### src/rtl/lock_if.sv
// Button-pulse and indicator bundle between the input conditioners and the lock sequencer.
// Every input is a single-cycle pulse: it is acted on at the one rising edge where it is high.
// No ready signal exists; a pulse arriving in a state that ignores it is simply dropped.
interface lock_if #(
    parameter int CODE_LEN = 4
) ();
    localparam int DCW = $clog2(CODE_LEN + 1);

    logic [3:0]     key_pulse;
    logic           enter_pulse;
    logic           clear_pulse;
    logic           set_pulse;
    logic           lock_pulse;
    logic           unlocked;
    logic           programming;
    logic           lockout;
    logic           error_pulse;
    logic [DCW-1:0] digit_count;
    logic [1:0]     fail_count;

    modport master (
        output key_pulse, enter_pulse, clear_pulse, set_pulse, lock_pulse,
        input  unlocked, programming, lockout, error_pulse, digit_count, fail_count
    );

    modport slave (
        input  key_pulse, enter_pulse, clear_pulse, set_pulse, lock_pulse,
        output unlocked, programming, lockout, error_pulse, digit_count, fail_count
    );
endinterface

### src/rtl/lock_sequencer.sv
// Combination-lock controller: checks entered digit sequences against a stored code,
// enforces a failed-attempt lockout and allows reprogramming the code while open.
module lock_sequencer #(
    parameter int                      CODE_LEN       = 4,
    parameter logic [2*CODE_LEN-1:0]   DEFAULT_CODE   = 8'h1B,
    parameter int                      MAX_FAILS      = 3,
    parameter int                      LOCKOUT_CYCLES = 1000,
    parameter int                      OPEN_CYCLES    = 500
) (
    input  logic       Clock,
    input  logic       Resetn,
    lock_if.slave      bus,
    output logic [1:0] state_dbg
);
    localparam int DCW  = $clog2(CODE_LEN + 1);
    localparam int MAXC = (LOCKOUT_CYCLES > OPEN_CYCLES) ? LOCKOUT_CYCLES : OPEN_CYCLES;
    localparam int TW   = $clog2(MAXC + 1);

    typedef enum logic [1:0] {
        LOCKED  = 2'd0,
        OPEN    = 2'd1,
        PROGRAM = 2'd2,
        LOCKOUT = 2'd3
    } state_t;

    state_t                state_q, state_n;
    logic [2*CODE_LEN-1:0] code_q, code_n;
    logic [2*CODE_LEN-1:0] shadow_q, shadow_n;
    logic [DCW-1:0]        dc_q, dc_n;
    logic                  mis_q, mis_n;
    logic                  ovf_q, ovf_n;
    logic [1:0]            fail_q, fail_n;
    logic [TW-1:0]         timer_q, timer_n;
    logic                  err_n;
    logic                  unlocked_q, programming_q, lockout_q, err_q;

    logic       key_any, key_one, any_pulse, entry_full;
    logic [1:0] key_digit, code_digit;

    always_comb begin
        key_any   = |bus.key_pulse;
        key_one   = $onehot(bus.key_pulse);
        any_pulse = key_any | bus.enter_pulse | bus.clear_pulse | bus.set_pulse | bus.lock_pulse;
        entry_full = (dc_q == DCW'(CODE_LEN));
        if (bus.key_pulse[3])      key_digit = 2'd3;
        else if (bus.key_pulse[2]) key_digit = 2'd2;
        else if (bus.key_pulse[1]) key_digit = 2'd1;
        else                       key_digit = 2'd0;
        code_digit = 2'd0;
        for (int i = 0; i < CODE_LEN; i++)
            if (dc_q == DCW'(i)) code_digit = code_q[2*i +: 2];
    end

    always_comb begin
        state_n  = state_q;
        code_n   = code_q;
        shadow_n = shadow_q;
        dc_n     = dc_q;
        mis_n    = mis_q;
        ovf_n    = ovf_q;
        fail_n   = fail_q;
        timer_n  = timer_q;
        err_n    = 1'b0;
        case (state_q)
            LOCKED: begin
                timer_n = '0;
                if (bus.clear_pulse) begin
                    dc_n = '0; mis_n = 1'b0; ovf_n = 1'b0;
                end else if (bus.enter_pulse) begin
                    dc_n = '0; mis_n = 1'b0; ovf_n = 1'b0;
                    if (entry_full && !mis_q && !ovf_q) begin
                        state_n = OPEN;
                        fail_n  = '0;
                    end else begin
                        err_n  = 1'b1;
                        fail_n = (fail_q == 2'(MAX_FAILS)) ? fail_q : fail_q + 2'd1;
                        if (fail_n == 2'(MAX_FAILS)) state_n = LOCKOUT;
                    end
                end else if (key_any) begin
                    if (!entry_full) begin
                        if (!key_one || key_digit != code_digit) mis_n = 1'b1;
                        dc_n = dc_q + DCW'(1);
                    end else begin
                        ovf_n = 1'b1;
                    end
                end
            end
            OPEN: begin
                timer_n = any_pulse ? '0 : timer_q + TW'(1);
                if (bus.lock_pulse) begin
                    state_n = LOCKED;
                end else if (bus.set_pulse) begin
                    state_n = PROGRAM;
                    dc_n = '0; mis_n = 1'b0; ovf_n = 1'b0;
                end else if (!any_pulse && timer_q == TW'(OPEN_CYCLES - 1)) begin
                    state_n = LOCKED;
                end
            end
            PROGRAM: begin
                // mis/ovf double as the reject flag while capturing a new code
                timer_n = any_pulse ? '0 : timer_q + TW'(1);
                if (bus.clear_pulse) begin
                    dc_n = '0; mis_n = 1'b0; ovf_n = 1'b0;
                end else if (bus.enter_pulse) begin
                    if (entry_full && !mis_q && !ovf_q) code_n = shadow_q;
                    else                                err_n  = 1'b1;
                    state_n = OPEN;
                    timer_n = '0;
                    dc_n = '0; mis_n = 1'b0; ovf_n = 1'b0;
                end else if (bus.lock_pulse) begin
                    state_n = LOCKED;
                    dc_n = '0; mis_n = 1'b0; ovf_n = 1'b0;
                end else if (key_any) begin
                    if (!entry_full) begin
                        if (!key_one) mis_n = 1'b1;
                        for (int i = 0; i < CODE_LEN; i++)
                            if (dc_q == DCW'(i)) shadow_n[2*i +: 2] = key_digit;
                        dc_n = dc_q + DCW'(1);
                    end else begin
                        ovf_n = 1'b1;
                    end
                end else if (timer_q == TW'(OPEN_CYCLES - 1)) begin
                    state_n = LOCKED;
                    dc_n = '0; mis_n = 1'b0; ovf_n = 1'b0;
                end
            end
            LOCKOUT: begin
                timer_n = timer_q + TW'(1);
                if (timer_q == TW'(LOCKOUT_CYCLES - 1)) begin
                    state_n = LOCKED;
                    fail_n  = '0;
                    timer_n = '0;
                end
            end
            default: state_n = LOCKED;
        endcase
        if (state_n == OPEN && state_q != OPEN) timer_n = '0;
    end

    always_ff @(posedge Clock or negedge Resetn) begin
        if (!Resetn) begin
            state_q       <= LOCKED;
            code_q        <= DEFAULT_CODE;
            shadow_q      <= '0;
            dc_q          <= '0;
            mis_q         <= 1'b0;
            ovf_q         <= 1'b0;
            fail_q        <= '0;
            timer_q       <= '0;
            unlocked_q    <= 1'b0;
            programming_q <= 1'b0;
            lockout_q     <= 1'b0;
            err_q         <= 1'b0;
        end else begin
            state_q       <= state_n;
            code_q        <= code_n;
            shadow_q      <= shadow_n;
            dc_q          <= dc_n;
            mis_q         <= mis_n;
            ovf_q         <= ovf_n;
            fail_q        <= fail_n;
            timer_q       <= timer_n;
            unlocked_q    <= (state_n == OPEN) || (state_n == PROGRAM);
            programming_q <= (state_n == PROGRAM);
            lockout_q     <= (state_n == LOCKOUT);
            err_q         <= err_n;
        end
    end

    assign bus.unlocked    = unlocked_q;
    assign bus.programming = programming_q;
    assign bus.lockout     = lockout_q;
    assign bus.error_pulse = err_q;
    assign bus.digit_count = dc_q;
    assign bus.fail_count  = fail_q;
    assign state_dbg       = state_q;
endmodule

### src/flat_wrapper.sv
// flat-port wrapper written by rule: the top's interface ports become plain ports
module lock_sequencer_flat 
#(
    parameter int                      CODE_LEN       = 4,
    parameter logic [2*CODE_LEN-1:0]   DEFAULT_CODE   = 8'h1B,
    parameter int                      MAX_FAILS      = 3,
    parameter int                      LOCKOUT_CYCLES = 1000,
    parameter int                      OPEN_CYCLES    = 500
)
  (Clock, Resetn, state_dbg, bus_key_pulse, bus_enter_pulse, bus_clear_pulse, bus_set_pulse, bus_lock_pulse, bus_unlocked, bus_programming, bus_lockout, bus_error_pulse, bus_digit_count, bus_fail_count);
  lock_if #(.CODE_LEN(CODE_LEN)) bus_i ();
  input  logic Clock;
  input  logic Resetn;
  output logic [1:0] state_dbg;
  input wire logic [$bits(bus_i.key_pulse)-1:0] bus_key_pulse;
  input wire logic [$bits(bus_i.enter_pulse)-1:0] bus_enter_pulse;
  input wire logic [$bits(bus_i.clear_pulse)-1:0] bus_clear_pulse;
  input wire logic [$bits(bus_i.set_pulse)-1:0] bus_set_pulse;
  input wire logic [$bits(bus_i.lock_pulse)-1:0] bus_lock_pulse;
  output wire logic [$bits(bus_i.unlocked)-1:0] bus_unlocked;
  output wire logic [$bits(bus_i.programming)-1:0] bus_programming;
  output wire logic [$bits(bus_i.lockout)-1:0] bus_lockout;
  output wire logic [$bits(bus_i.error_pulse)-1:0] bus_error_pulse;
  output wire logic [$bits(bus_i.digit_count)-1:0] bus_digit_count;
  output wire logic [$bits(bus_i.fail_count)-1:0] bus_fail_count;
  assign bus_i.key_pulse = bus_key_pulse;
  assign bus_i.enter_pulse = bus_enter_pulse;
  assign bus_i.clear_pulse = bus_clear_pulse;
  assign bus_i.set_pulse = bus_set_pulse;
  assign bus_i.lock_pulse = bus_lock_pulse;
  assign bus_unlocked = bus_i.unlocked;
  assign bus_programming = bus_i.programming;
  assign bus_lockout = bus_i.lockout;
  assign bus_error_pulse = bus_i.error_pulse;
  assign bus_digit_count = bus_i.digit_count;
  assign bus_fail_count = bus_i.fail_count;
  lock_sequencer #(.CODE_LEN(CODE_LEN), .DEFAULT_CODE(DEFAULT_CODE), .MAX_FAILS(MAX_FAILS), .LOCKOUT_CYCLES(LOCKOUT_CYCLES), .OPEN_CYCLES(OPEN_CYCLES)) u_core (.Clock(Clock), .Resetn(Resetn), .bus(bus_i), .state_dbg(state_dbg));
endmodule
### config.mk
export PLATFORM = sky130hd
export DESIGN_NAME = lock_sequencer_flat
export DESIGN_NICKNAME = d
export VERILOG_FILES = /design/src/rtl/lock_if.sv /design/src/rtl/lock_sequencer.sv /design/src/flat_wrapper.sv
export SDC_FILE = /design/constraint.sdc
export NUM_CORES = 1
export LEC_CHECK = 0
export ABC_CLOCK_PERIOD_IN_PS = 2200
export BUFFER_PORTS_ARGS = -buffer_cell sky130_fd_sc_hd__buf_2
export CORE_MARGIN = 10
export CORE_UTILIZATION = 53
export DETAILED_ROUTE_END_ITERATION = 7
export PLACE_DENSITY = 0.71
export SLEW_MARGIN = 20
export SYNTH_ARGS = -nofsm -noshare
export SYNTH_HDL_FRONTEND = slang
export SYNTH_SLANG_ARGS = --single-unit
export TNS_END_PERCENT = 50
### constraint.sdc
create_clock -name Clock -period 2.2 [get_ports Clock]
set_input_delay 0.11 -clock Clock [delete_from_list [all_inputs] [get_ports Clock]]
set_output_delay 0.11 -clock Clock [all_outputs]
set_load 0.01 [all_outputs]
Word level (Yosys, flattened, before mapping)
Cells that the tools add are included.
{ "totals": {"ff_bits": 39, "input_bits": 10, "elab_cells": 154} }
{ "op_classes": {"n_addsub": 6, "n_eq_ne": 28, "mux": 73, "bitwise_logic": 8, "n_reduce_logical": 24} }
{ "ops": {"columns": ["op", "count"], "rows": [
  ["$mux W10", 5],
  ["$mux W2", 24],
  ["$pmux W10 S4", 1],
  ["$mux W3", 11],
  ["$reduce_and A7 Y1", 4],
  ["$mux W1", 27],
  ["$eq A2 B2 Y1 const B", 6],
  ["$ne A6 B6 Y1 const B", 2],
  ["$add A10 B1 Y10 const B", 1],
  ["$eq A10 B10 Y1 const B", 1],
  ["$eq A10 B9 Y1 const B", 1],
  ["$pmux W3 S3", 1],
  ["$reduce_and A9 Y1", 1],
  ["$ne A2 B2 Y1 const B", 4],
  ["$ne A4 B3 Y1 const B", 2],
  ["$pmux W2 S4", 1],
  ["$reduce_and A4 Y1", 2],
  ["$eq A3 B1 Y1 const B", 2],
  ["$eq A3 B2 Y1 const B", 2],
  ["$ne A6 B4 Y1 const B", 1],
  ["$pmux W1 S3", 2],
  ["$reduce_and A5 Y1", 1],
  ["$add A1 B1 Y2", 2],
  ["$eq A2 B1 Y1 const B", 2],
  ["19 further kinds", 33]
]} }

Longest topological paths before layout
Gate-level depths: netlist of the first run.
{ "logic_depth": {"depth_word": 14, "ltp_mapped": 11, "depth_no_buf": 11} }

Worst setup path before layout of the first run
OpenSTA, ideal clock, no wires.
{ "synth_timing": {"path_kind": "flip-flop to flip-flop", "startpoint": "register u_core.timer_q[0]", "endpoint": "register u_core.timer_q[2]", "setup_time_ps": 133, "arrival_time_ps": 2128, "t_required_ps": 2067, "setup_slack_ps": -60, "stages_incl_launch_ff": 11, "period_less_slack_ps": 2260, "path_cell_list": "dfrtp_1 ha_1 nand4bb_1 or3_4 o211ai_1 a311o_1 o221a_2 ha_1 a21oi_1 o21ai_2 nor2_1"} }
{ "synth_between": {"elab_chain_cells": 10, "word_cells_on_any_way": 22, "classes_between": "add/sub: 1; eq/ne: 3; mux: 16; reduce/logical: 2"} }
{ "synth_rtl": {"columns": ["element", "line_no", "text"], "rows": [
  ["start: declaration", "lock_sequencer.sv:33", "logic [TW-1:0] timer_q, timer_n;"],
  ["start signal: assignment", "lock_sequencer.sv:162", "timer_q <= timer_n;"],
  ["$eq A10 B9 Y1", "lock_sequencer.sv:95, lock_sequencer.sv:122", null],
  ["$mux W2", "lock_sequencer.sv:122", "end else if (timer_q == TW'(OPEN_CYCLES - 1)) begin"],
  ["$mux W2", "lock_sequencer.sv:113", "end else if (key_any) begin"],
  ["$mux W2", "lock_sequencer.sv:110", "end else if (bus.lock_pulse) begin"],
  ["$mux W2", "lock_sequencer.sv:104", "end else if (bus.enter_pulse) begin"],
  ["$mux W2", "lock_sequencer.sv:102", "if (bus.clear_pulse) begin"],
  ["$pmux W2 S4", "lock_sequencer.sv:64", "case (state_q)"],
  ["$eq A2 B1 Y1", "lock_sequencer.sv:137", "if (state_n == OPEN && state_q != OPEN) timer_n = '0;"],
  ["$logic_and A1 B1 Y1", "lock_sequencer.sv:137", null],
  ["$mux W10 *", "lock_sequencer.sv:137", null],
  ["named net u_core.timer_n[2]", "lock_sequencer.sv:33", null]
]} }
Mark *: on every way through the listed nets, which the timed path passes. The rest lies on a longest branch.
A chain may end at the register's enable or synchronous reset.

Worst setup path in the final report of the first run
{ "layout_timing": {"startpoint": "register u_core.timer_q[1]", "endpoint": "register u_core.timer_q[7]"} }
{ "layout_between": {"elab_chain_cells": 10, "word_cells_on_any_way": 22, "classes_between": "add/sub: 1; eq/ne: 3; mux: 16; reduce/logical: 2"} }
{ "layout_rtl": {"columns": ["element", "line_no", "text"], "rows": [
  ["$eq A10 B9 Y1", "lock_sequencer.sv:95, lock_sequencer.sv:122", null],
  ["$mux W2", "lock_sequencer.sv:122", null],
  ["$mux W2", "lock_sequencer.sv:113", null],
  ["$mux W2", "lock_sequencer.sv:110", null],
  ["$mux W2", "lock_sequencer.sv:104", null],
  ["$mux W2", "lock_sequencer.sv:102", null],
  ["$pmux W2 S4 *", "lock_sequencer.sv:64", null],
  ["named net u_core.state_n[0]", "lock_sequencer.sv:26", "state_t state_q, state_n;"],
  ["$eq A2 B1 Y1 *", "lock_sequencer.sv:137", null],
  ["$logic_and A1 B1 Y1 *", "lock_sequencer.sv:137", null],
  ["$mux W10 *", "lock_sequencer.sv:137", null],
  ["named net u_core.timer_n[7]", "lock_sequencer.sv:33", null]
]} }
Marked as above.

==> flow_metrics.py, run 1 <==
metrics = {
    "outcome": {
        "status": "finished, violations left",
        "violations": "setup timing",
    },
    "routing": {
        "detailedRoute.firstPassIterationCount": 4,
        "drc": 0,
        "wire_per_inst_microns": 16.3,
        "via_count": 1940,
        "viasPerCell": 5.67,
        "drt-initial-drc-count": 93,
        "ant_nets": 0,
        "wirelength_mm": 5.57,
    },
    "clock_network": {
        "clock-sinks": 39,
        "clk_latency_ns": 0.29,
        "cts_made_buffers": 5,
        "cts_root_buffer": "clkbuf_8",
        "cts_tree": "yes",
        "path_clk_slew_ns": 0.08,
        "max-clock-path-buffers": 2,
        "h-tree-depth": 2,
    },
    "floorplan": {
        "die_x_microns": 86.7,
        "die_area_sq_mm": 0.00751,
        "num_rows": 24,
        "initial_core_util_pct": 54.5,
        "die_h_microns": 86.7,
        "pin_count": 21,
        "core_sq_mm": 0.00432,
    },
    "setup_path": {
        "crit_path_cell_trace": "ha_4 > nand4bb_1 > or3_4 > o211a_4 > o31ai_4 > nand3b_1 > ha_2 > a21oi_4 > o21ai_4 > nor2_2",
        "crit_fanout": 5,
        "crit_type": "reg -> reg",
        "max_stage_delay_ns": 0.39,
        "cp_slowest_cell": "dfrtp_1",
        "arrival_ns": 2.57,
        "end_kind": "flop",
        "worstPathRequired_ns": 2.42,
        "cp-start-kind": "flop",
    },
    "sta": {
        "rsz0062_at_grt": "yes",
        "skew_ns": 0.00624,
        "timing.final.ws_setup_ns": -0.145,
        "fmax_mhz": 427,
        "drv_slew": 0,
        "setup_viol": 11,
        "relSlewSlack_pct": 41.8,
        "hold_viol_final": 0,
        "tightestPinTransition_ns": 0.874,
        "min_period_ns": 2.34,
        "final.period_utilization_pct": 107,
    },
    "pwr": {
        "power_leakage_nw": 1.44,
        "ir_worst_vdd_uv": 579,
        "power_density_mw_per_mm2": 905,
    },
    "logic_synthesis": {
        "async_flop_share_pct": 100,
        "ys_warn_count": 0,
        "synth-seq-cells": 39,
        "syn_inst": 228,
        "yosysUniqueCellTypes": 58,
        "synth_ff_type": "dfrtp_1",
        "synth_area_sq_mm": 0.00236,
        "synth.avg_cell_area_sq_um": 10.3,
        "synth_seq_area_share_pct": 41.6,
        "synth_edf_count": 0,
        "syn-num-nets": 258,
    },
    "layout": {
        "drive_gt1_share_pct": 35.9,
        "diodes": 0,
        "syn2layout_area_growth_pct": 28.8,
        "fin_nets": 319,
        "fin_util_pct": 70.2,
        "num-fill-cells": 340,
    },
    "global_routing": {
        "grt_remaining_overflow": 0,
        "grt_pass1_wl_mm": 9.32,
        "grt_pass1_vias": 1989,
        "grt_antenna_before_repair": 0,
        "grtUsageTotal_pct": 15.1,
        "grt_max_degree": 40,
    },
    "run": {
        "cap_violations": 0,
    },
    "worst_hold_path": {
        "hold_path.class": "in -> reg",
    },
    "placement": {
        "place_hpwl_mm": 4.01,
        "portBuffers": 20,
        "post-place-ws_ns": -0.217,
        "globalplace.congestion": 0.872,
    },
}
final timing paths:
kind                                         startpoint                               end  slack [ns]  cells after the start
max                         u_core.timer_q[1]$_DFF_PN0_       u_core.timer_q[7]$_DFF_PN0_       -0.14                     10
min                                     bus_clear_pulse  u_core.bus.error_pulse$_DFF_PN0_        0.27                      4
max reg2reg                 u_core.timer_q[1]$_DFF_PN0_       u_core.timer_q[7]$_DFF_PN0_       -0.14                     10
min reg2reg                u_core.code_q[1]$_DFFE_PN1P_      u_core.code_q[1]$_DFFE_PN1P_        0.50                      2
max in group asynchronous                        Resetn          u_core.mis_q$_DFFE_PN0P_        1.19                      2
min in group asynchronous                        Resetn       u_core.timer_q[6]$_DFF_PN0_        0.47                      2
critical path, delay by kind of cell, from the launching register on:
family | cells | cell delay (ns)
AND/OR/NAND/NOR | 4 | 0.78
AO/OA/AOI/OAI | 4 | 0.74
adder cells (fa/ha/maj) | 2 | 0.36
flip-flops | 1 | 0.39
power breakdown:
group	total [mW]	switching, mW	internal [mW]
Combinational	1.14	0.609	0.533
Clock	0.705	0.252	0.453
Sequential	0.901	0.0698	0.831
Total	2.75	0.930	1.82
cell usage after synthesis (all sizes together) (3+ instances only):
cell    instances  area, sq um
dfrtp          35          876
nand2          20         75.1
ha             19          238
inv            18         67.6
nor2           16         60.1
mux2           11          124
a21oi           9         45.0
nand3           8         40.0
o21ai           8         43.8
and3            6         38.8
xor2            6         52.6
dfstp           4          105
nand2b          4         25.0
o211ai          4         30.0
o31ai           4         43.8
a221oi          3         32.5
and2            3         18.8
clkbuf          3         15.0
mux2i           3         30.0
nand4           3         25.0
nor2b           3         18.8
nor3            3         20.0
o221ai          3         26.3
through the flow:
stage	hold slack [ns]	instances	area (sq um)	setup TNS [ns]	power, mW
global placement	0.272	330	2780	-1.45	1.89
global route	0.333	342	3040	-2.85	2.93
CTS	0.256	341	2960	-0.852	2.69
floorplan	-0.186	228	2380	0	1.52
detailed placement	0.293	330	2780	-1.96	1.91
finish	0.270	342	3040	-1.34	2.75
cells in the final DEF, fill, tap and decap left out, types with 3 or more instances in the layout:
master    netlist  layout
dfstp_2         4       4
mux2i_1         3       3
buf_4           0      35
o21ai_0         7       7
inv_1          18      18
dfrtp_1        35      35
mux2_2         10      10
clkbuf_8        0       5
and3_1          5       4
a21oi_1         9       7
o211ai_1        4       4
ha_1           19      16
and2_1          3       3
o31ai_1         3       3
o221ai_1        3       3
nand3_1         8       8
nand2_1        20      20
nor2_1         16      13
buf_2           0      20
nor2_2          0       3
xor2_1          6       6
nand2b_1        4       4
flip-flops by register name (all words and copies together) (netlist names):
register / cells
u_core.bus.digit_count: 3
u_core.bus.error_pulse: 1
u_core.bus.fail_count: 2
u_core.bus.lockout: 1
u_core.bus.programming: 1
u_core.bus.unlocked: 1
u_core.code_q: 8
u_core.mis_q: 1
u_core.ovf_q: 1
u_core.shadow_q: 8
u_core.state_dbg: 2
u_core.timer_q: 10
repair_timing:
item	CTS	global route
setup buffers	1	1
pin swaps	5	8
cloned	1	0
endpoints found under the hold margin	35	0
hold buffers	1	0
resized for setup	4	13
setup endpoints to repair	10	13
cells by family (layout without fill, tap and decap cells):
| family | count (synthesis) | in the layout | share of synthesized area (%) |
|---|---|---|---|
| AND/OR/NAND/NOR | 78 | 78 | 18.6 |
| AO/OA/AOI/OAI | 48 | 49 | 15.8 |
| flip-flops | 39 | 39 | 41.6 |
| buffers and inverters | 21 | 82 | 3.51 |
| adder cells (fa/ha/maj) | 20 | 20 | 10.9 |
| multiplexers | 14 | 14 | 6.53 |
| XOR/XNOR | 8 | 8 | 2.97 |
final cells by class:
cell class | count | area, sq um | share of cell area [%]
Tap cell | 52 | 65.1 | 2.14
Timing Repair Buffer | 56 | 373 | 12.3
Clock buffer | 6 | 72.6 | 2.39
Inverter | 18 | 67.6 | 2.23
Sequential cell | 39 | 981 | 32.3
Multi-Input combinational cell | 169 | 1420 | 46.7
Clock inverter | 2 | 60.1 | 1.98
metal layers:
metal / vias to the layer above / part of all wire [%] / global-route usage (%)
li1: 944 / - / -
met1: 944 / 43 / 18.6
met2: 43 / 50 / 25.0
met3: 9 / 5.1 / 4.32
met4: 0 / 1.3 / 4.57
met5: - / 0 / 0
(Power assumes the default switching activity.)
==> run 2: changes to the inputs <==
Settings changed: CELL_PAD_IN_SITES_DETAIL_PLACEMENT set to 2, CELL_PAD_IN_SITES_GLOBAL_PLACEMENT set to 2, CORE_UTILIZATION 53 to 35, PLACE_DENSITY 0.71 to 0.72.
==> flow_metrics.py, run 2 (synthesis gave the netlist of run 1 again) <==
metrics = {
    "outcome": {
        "status": "finished, violations left",
        "violations": "setup timing",
    },
    "floorplan": {
        "die_h_microns": 102,
        "die_x_microns": 102,
        "num_rows": 29,
        "core_sq_mm": 0.00646,
        "pin_count": 21,
        "die_area_sq_mm": 0.0104,
        "initial_core_util_pct": 36.5,
    },
    "clock_network": {
        "cts_made_buffers": 5,
        "max-clock-path-buffers": 2,
        "path_clk_slew_ns": 0.08,
        "cts_root_buffer": "clkbuf_8",
        "clock-sinks": 39,
        "clk_latency_ns": 0.30,
        "cts_tree": "yes",
        "h-tree-depth": 2,
    },
    "routing": {
        "top_layer": "met4",
        "wire_per_inst_microns": 18.8,
        "drc": 0,
        "ant_nets": 0,
        "wirelength_mm": 7.08,
        "met1Wirelength_mm": 3.15,
        "drt-initial-drc-count": 59,
        "met2_length_mm": 3.64,
        "via_count": 2003,
        "detailedRoute.firstPassIterationCount": 4,
        "wl_met3_microns": 174,
        "viasPerCell": 5.33,
    },
    "setup_path": {
        "worstPathRequired_ns": 2.39,
        "crit_type": "reg -> reg",
        "crit_fanout": 10,
        "arrival_ns": 2.64,
        "cp-start-kind": "flop",
        "r2r_start": "u_core.timer_q[1]$_DFF_PN0_",
        "critPathLaunch": "u_core.timer_q[1]$_DFF_PN0_",
        "end_kind": "flop",
    },
    "pwr": {
        "power_leakage_nw": 1.48,
        "ir_worst_vdd_uv": 532,
        "total_power_mw": 2.75,
        "power_density_mw_per_mm2": 883,
    },
    "global_routing": {
        "grt_antenna_before_repair": 0,
        "grt_pass1_wl_mm": 11.4,
        "grt_remaining_overflow": 0,
        "grt_pass1_vias": 2130,
        "grtUsageTotal_pct": 13.9,
        "grt_max_degree": 40,
    },
    "layout": {
        "layout_commonest_cell": "buf_4",
        "largest_register": "u_core.timer_q",
        "finalNonFillerCells": 376,
        "syn2layout_area_growth_pct": 32.2,
        "fin_area_sq_mm": 0.00312,
        "reg_top3": "u_core.timer_q: 10 flops, u_core.code_q: 8 flops, u_core.shadow_q: 8 flops",
        "fin_nets": 328,
        "final_cell_mix": "buf_4, dfrtp_1, nand2_1, buf_2, inv_1",
        "num-fill-cells": 695,
        "fin_util_pct": 48.2,
        "largest_reg_flops": 10,
        "drive_gt1_share_pct": 40.5,
        "multi_input_comb_area_sq_mm": 0.00139,
        "diodes": 0,
        "seqCellArea_sq_um": 981,
    },
    "sta": {
        "hold_slack_ns": 0.309,
        "final.period_utilization_pct": 111,
        "skew_ns": 0.0103,
        "relSlewSlack_pct": 40.8,
        "setup_tns_ns": -2.44,
        "tightestPinTransition_ns": 0.888,
        "hold_viol_final": 0,
        "setup_viol": 11,
        "rsz0062_at_grt": "yes",
        "min_period_ns": 2.45,
        "timing.final.ws_setup_ns": -0.251,
        "fmax_mhz": 408,
        "drv_slew": 0,
    },
    "placement": {
        "portBuffers": 20,
        "globalplace.congestion": 0.834,
        "place_hpwl_mm": 5.25,
        "placed_area_sq_mm": 0.00289,
        "post-place-ws_ns": -0.306,
        "dp_cells": 365,
    },
    "worst_hold_path": {
        "hold_path.class": "in -> reg",
        "hold_start": "bus_clear_pulse",
    },
    "run": {
        "cap_violations": 0,
    },
}
-- run 2: cell types whose count changed in the layout (fill, tap and decap cells not counted), sizes merged --
cell / before / now
clkbuf: 6 / 5
bufinv: 2 / 1
buf: 55 / 65
clkinv: 0 / 2
o21ai: 9 / 8
-- run 2: area by class of cell --
type	count	share of cell area, %
Multi-Input combinational cell	168	44.7
Sequential cell	39	31.5
Timing Repair Buffer	66	14.9
Tap cell	77	3.09
Clock buffer	5	2.21
Inverter	18	2.17
Clock inverter	3	1.41
-- run 2: layer usage --
layer  track usage [%]  vias to the layer above
met1              16.6                     1008
met2              24.5                       26
met3              2.83                       11
li1                  -                      958
met5                 0                        -
met4              4.01                        0
-- run 2: repair_timing --
action,CTS,global route
pin swaps,1,2
endpoints found under the hold margin,35,0
gates resized for setup,3,19
endpoints found under the setup margin,11,21
buffers inserted,0,2
hold buffers,1,0
-- run 2: path summary, 6_finish.rpt --
kind | endpoint | slack (ns) | depth (start not counted)
min reg2reg | u_core.code_q[6]$_DFFE_PN0P_ | 0.51 | 1
max reg2reg | u_core.timer_q[4]$_DFF_PN0_ | -0.25 | 11
max in group asynchronous | u_core.timer_q[3]$_DFF_PN0_ | 1.17 | 2
min in group asynchronous | u_core.shadow_q[2]$_DFFE_PN0P_ | 0.47 | 2
max | u_core.timer_q[4]$_DFF_PN0_ | -0.25 | 11
min | u_core.bus.error_pulse$_DFF_PN0_ | 0.31 | 4
-- run 2: power breakdown --
part / total [mW] / switching [mW] / internal [mW]
combinational: 1.20 / 0.642 / 0.563
clock: 0.628 / 0.289 / 0.338
sequential: 0.919 / 0.0875 / 0.831
-- run 2: worst max-delay path: stages (launching register included) --
cell	delay, ns
dfrtp_1	0.41
ha_4	0.16
nand4bb_1	0.14
or3_4	0.39
o211ai_1	0.19
a311o_1	0.26
o221a_2	0.21
ha_2	0.20
a21oi_4	0.04
o21ai_4	0.15
buf_12	0.15
nor2_2	0.04
==> run 3: changes to the inputs <==
Settings changed: ABC_AREA set to 1, CORE_UTILIZATION 35 to 32, MAX_ROUTING_LAYER set to met4, PLACE_DENSITY 0.72 to 0.7.
==> flow_metrics.py, run 3 <==
metrics = {
    "outcome": {
        "status": "finished, violations left",
        "violations": "setup timing",
    },
    "setup_path": {
        "cp-start-kind": "flop",
        "crit_fanout": 5,
        "path_depth": 14,
        "r2r_start": "u_core.timer_q[0]$_DFF_PN0_",
        "cp_slowest_cell": "dfrtp_1",
        "crit_type": "reg -> reg",
        "ff2ff_path_depth": 14,
        "crit_family": "simple AND/OR/NAND/NOR gates",
        "max_stage_delay_ns": 0.41,
        "end_kind": "flop",
        "arrival_ns": 2.45,
        "cpMostUsedCell": "nand2_1",
        "cp.buffers_inverters": 3,
        "worstPathRequired_ns": 2.41,
        "critPathLaunch": "u_core.timer_q[0]$_DFF_PN0_",
        "crit_path_cell_trace": "ha_2 > nand2_1 > inv_1 > nand3_1 > nand2_1 > inv_1 > nand2_1 > nand4_1 > nand2_1 > inv_2 > ha_4 > a21oi_4 > nand2_4 > nor3_1",
    },
    "layout": {
        "finalNonFillerCells": 438,
        "seqCellArea_sq_um": 982,
        "final_cell_mix": "nand2_1, inv_1, dfrtp_1, buf_4, buf_2",
        "num-fill-cells": 831,
        "reg_top3": "u_core.timer_q: 10 flops, u_core.code_q: 8 flops, u_core.shadow_q: 8 flops",
        "largest_reg_flops": 10,
        "fin_nets": 368,
        "diodes": 0,
        "drive_gt1_share_pct": 31.9,
        "layout_commonest_cell": "nand2_1",
        "syn2layout_area_growth_pct": 29.5,
        "multi_input_comb_area_sq_mm": 0.00127,
        "fin_area_sq_mm": 0.00304,
        "largest_register": "u_core.timer_q",
    },
    "placement": {
        "placed_area_sq_mm": 0.00276,
        "place_hpwl_mm": 5.14,
        "globalplace.congestion": 0.741,
        "portBuffers": 20,
        "dp_cells": 422,
    },
    "logic_synthesis": {
        "syn-num-nets": 308,
        "synth_edf_count": 0,
        "synth_area_sq_mm": 0.00235,
        "synth-seq-cells": 39,
        "synth_common_cells": "nand2_1, inv_1, dfrtp_1",
        "synth_seq_area_share_pct": 41.8,
        "synth-simple-area-share_pct": 25.8,
        "syn_inst": 278,
        "synth_compound_area_share_pct": 8.59,
        "ys_top_cells_by_area": "dfrtp_1, ha_1, nand2_1, inv_1, dfstp_2",
        "synth_mux_area_share_pct": 3.84,
        "synth-xor-area-share_pct": 1.12,
        "synthAdderAreaFrac_pct": 11.0,
        "ys_warn_count": 0,
        "synth_ff_type": "dfrtp_1",
        "synth.most_common_cell": "nand2_1",
        "yosys.area.top_type": "dfrtp_1",
        "async_flop_share_pct": 100,
        "synth.avg_cell_area_sq_um": 8.44,
        "yosysUniqueCellTypes": 34,
        "synth_top_area_share_pct": 37.3,
        "synth_top_family_by_area": "simple AND/OR/NAND/NOR gates",
    },
    "sta": {
        "hold_slack_ns": 0.275,
        "min_period_ns": 2.24,
        "hold_viol_final": 0,
        "tightestPinTransition_ns": 0.904,
        "timing.final.ws_setup_ns": -0.0379,
        "fmax_mhz": 447,
        "skew_ns": 0.00899,
        "rsz0062_at_grt": "yes",
        "final.period_utilization_pct": 102,
        "setup_viol": 7,
        "drv_slew": 0,
        "relSlewSlack_pct": 39.7,
    },
    "routing": {
        "detailedRoute.firstPassIterationCount": 4,
        "top_layer": "met4",
        "met2_length_mm": 3.46,
        "met1Wirelength_mm": 3.35,
        "wl_met3_microns": 147,
        "ant_nets": 0,
        "wire_per_inst_microns": 16.0,
        "drt-initial-drc-count": 44,
        "wirelength_mm": 7.03,
        "drc": 0,
        "via_count": 2063,
        "viasPerCell": 4.71,
    },
    "global_routing": {
        "grt_pass1_vias": 2318,
        "grt_pass1_wl_mm": 11.6,
        "grt_remaining_overflow": 0,
        "grtUsageTotal_pct": 12.9,
        "grt_antenna_before_repair": 0,
        "grt_max_degree": 40,
    },
    "floorplan": {
        "pin_count": 21,
        "initial_core_util_pct": 32.7,
        "num_rows": 31,
        "core_sq_mm": 0.00718,
        "die_x_microns": 106,
        "die_h_microns": 106,
        "die_area_sq_mm": 0.0112,
    },
    "worst_hold_path": {
        "hold_depth": 4,
        "hold_start": "bus_clear_pulse",
        "hold_path.class": "in -> reg",
    },
    "clock_network": {
        "cts_tree": "yes",
        "clk_latency_ns": 0.30,
        "h-tree-depth": 2,
        "max-clock-path-buffers": 2,
        "cts_root_buffer": "clkbuf_8",
        "clock-sinks": 39,
        "path_clk_slew_ns": 0.09,
        "cts_made_buffers": 5,
    },
    "pwr": {
        "ir_worst_vdd_uv": 282,
        "power_density_mw_per_mm2": 1070,
        "power_leakage_nw": 1.52,
    },
    "run": {
        "cap_violations": 0,
    },
}
==> run 3: cell count changes after synthesis, sizes merged, moves of 5 or more <==
cell	previous run	this run
a21oi	9	14
o21ai	8	17
nor2	16	23
nand2	20	58
inv	18	48
nand3	8	22
and3	6	0
nor3	3	10
==> run 3: area by class of cell <==
cell class                 instances  share of cell area [%]
inverter                          49                    6.05
timing repair buffer              52                    11.4
tap                               99                    4.08
multi-input combinational        191                    41.7
clock inverter                     3                    2.22
clock buffer                       5                    2.26
sequential                        39                    32.3
==> run 3: worst reg2reg max path: stages, from the launching register on <==
cell     delay, ns
dfrtp_1       0.41
ha_2          0.24
nand2_1       0.10
inv_1         0.10
nand3_1       0.08
nand2_1       0.09
inv_1         0.07
nand2_1       0.08
nand4_1       0.13
nand2_1       0.13
inv_2         0.06
ha_4          0.16
a21oi_4       0.17
nand2_4       0.11
nor3_1        0.21
==> run 3: cell families after synthesis <==
group,after synthesis
multiplexers,8
flip-flops,39
AO/OA/AOI/OAI,36
adder cells (fa/ha/maj),20
AND/OR/NAND/NOR,123
buffers and inverters,49
XOR/XNOR,3
==> run 3: stage by stage <==
step | TNS [ns] | util, % | worst slack (ns) | power [mW]
2_1_floorplan | 0 | - | 0.234 | 1.68
3_3_place_gp | -0.119 | 38.4 | -0.0394 | 2.23
3_5_place_dp | -0.898 | 38.4 | -0.152 | 2.28
4_1_cts | 0 | 40.8 | 0.00823 | 3.08
5_1_grt | -2.46 | 42.4 | -0.250 | 3.50
6_report | -0.172 | 42.4 | -0.0379 | 3.24
==> run 3: power breakdown <==
group | internal [mW] | switching (mW)
clock network | 0.453 | 0.297
registers | 0.872 | 0.0956
logic | 0.651 | 0.870
==> run 3: path summary, 6_finish.rpt <==
path                                               endpoint  slack (ns)
max                             u_core.timer_q[5]$_DFF_PN0_       -0.04
min                        u_core.bus.error_pulse$_DFF_PN0_        0.28
max reg2reg                     u_core.timer_q[5]$_DFF_PN0_       -0.04
min reg2reg                     u_core.timer_q[0]$_DFF_PN0_        0.49
max in group asynchronous     u_core.state_dbg[0]$_DFF_PN0_        1.13
min in group asynchronous          u_core.ovf_q$_DFFE_PN0P_        0.46
==> run 3: layer usage <==
| layer | vias to the layer above | GRT usage, % |
|---|---|---|
| met5 | - | - |
| met4 | 0 | 3.19 |
| met3 | 6 | 2.56 |
| met2 | 23 | 21.2 |
| met1 | 1014 | 16.0 |
| li1 | 1020 | - |
==> run 3: repair_timing <==
action / 4_1_cts / 5_1_grt
pin swaps: 0 / 9
hold buffers: 1 / 0
setup endpoints to repair: 8 / 11
resized for setup: 4 / 17
endpoints found under the hold margin: 35 / 0
gates cloned: 1 / 0
buffers inserted: 1 / 5
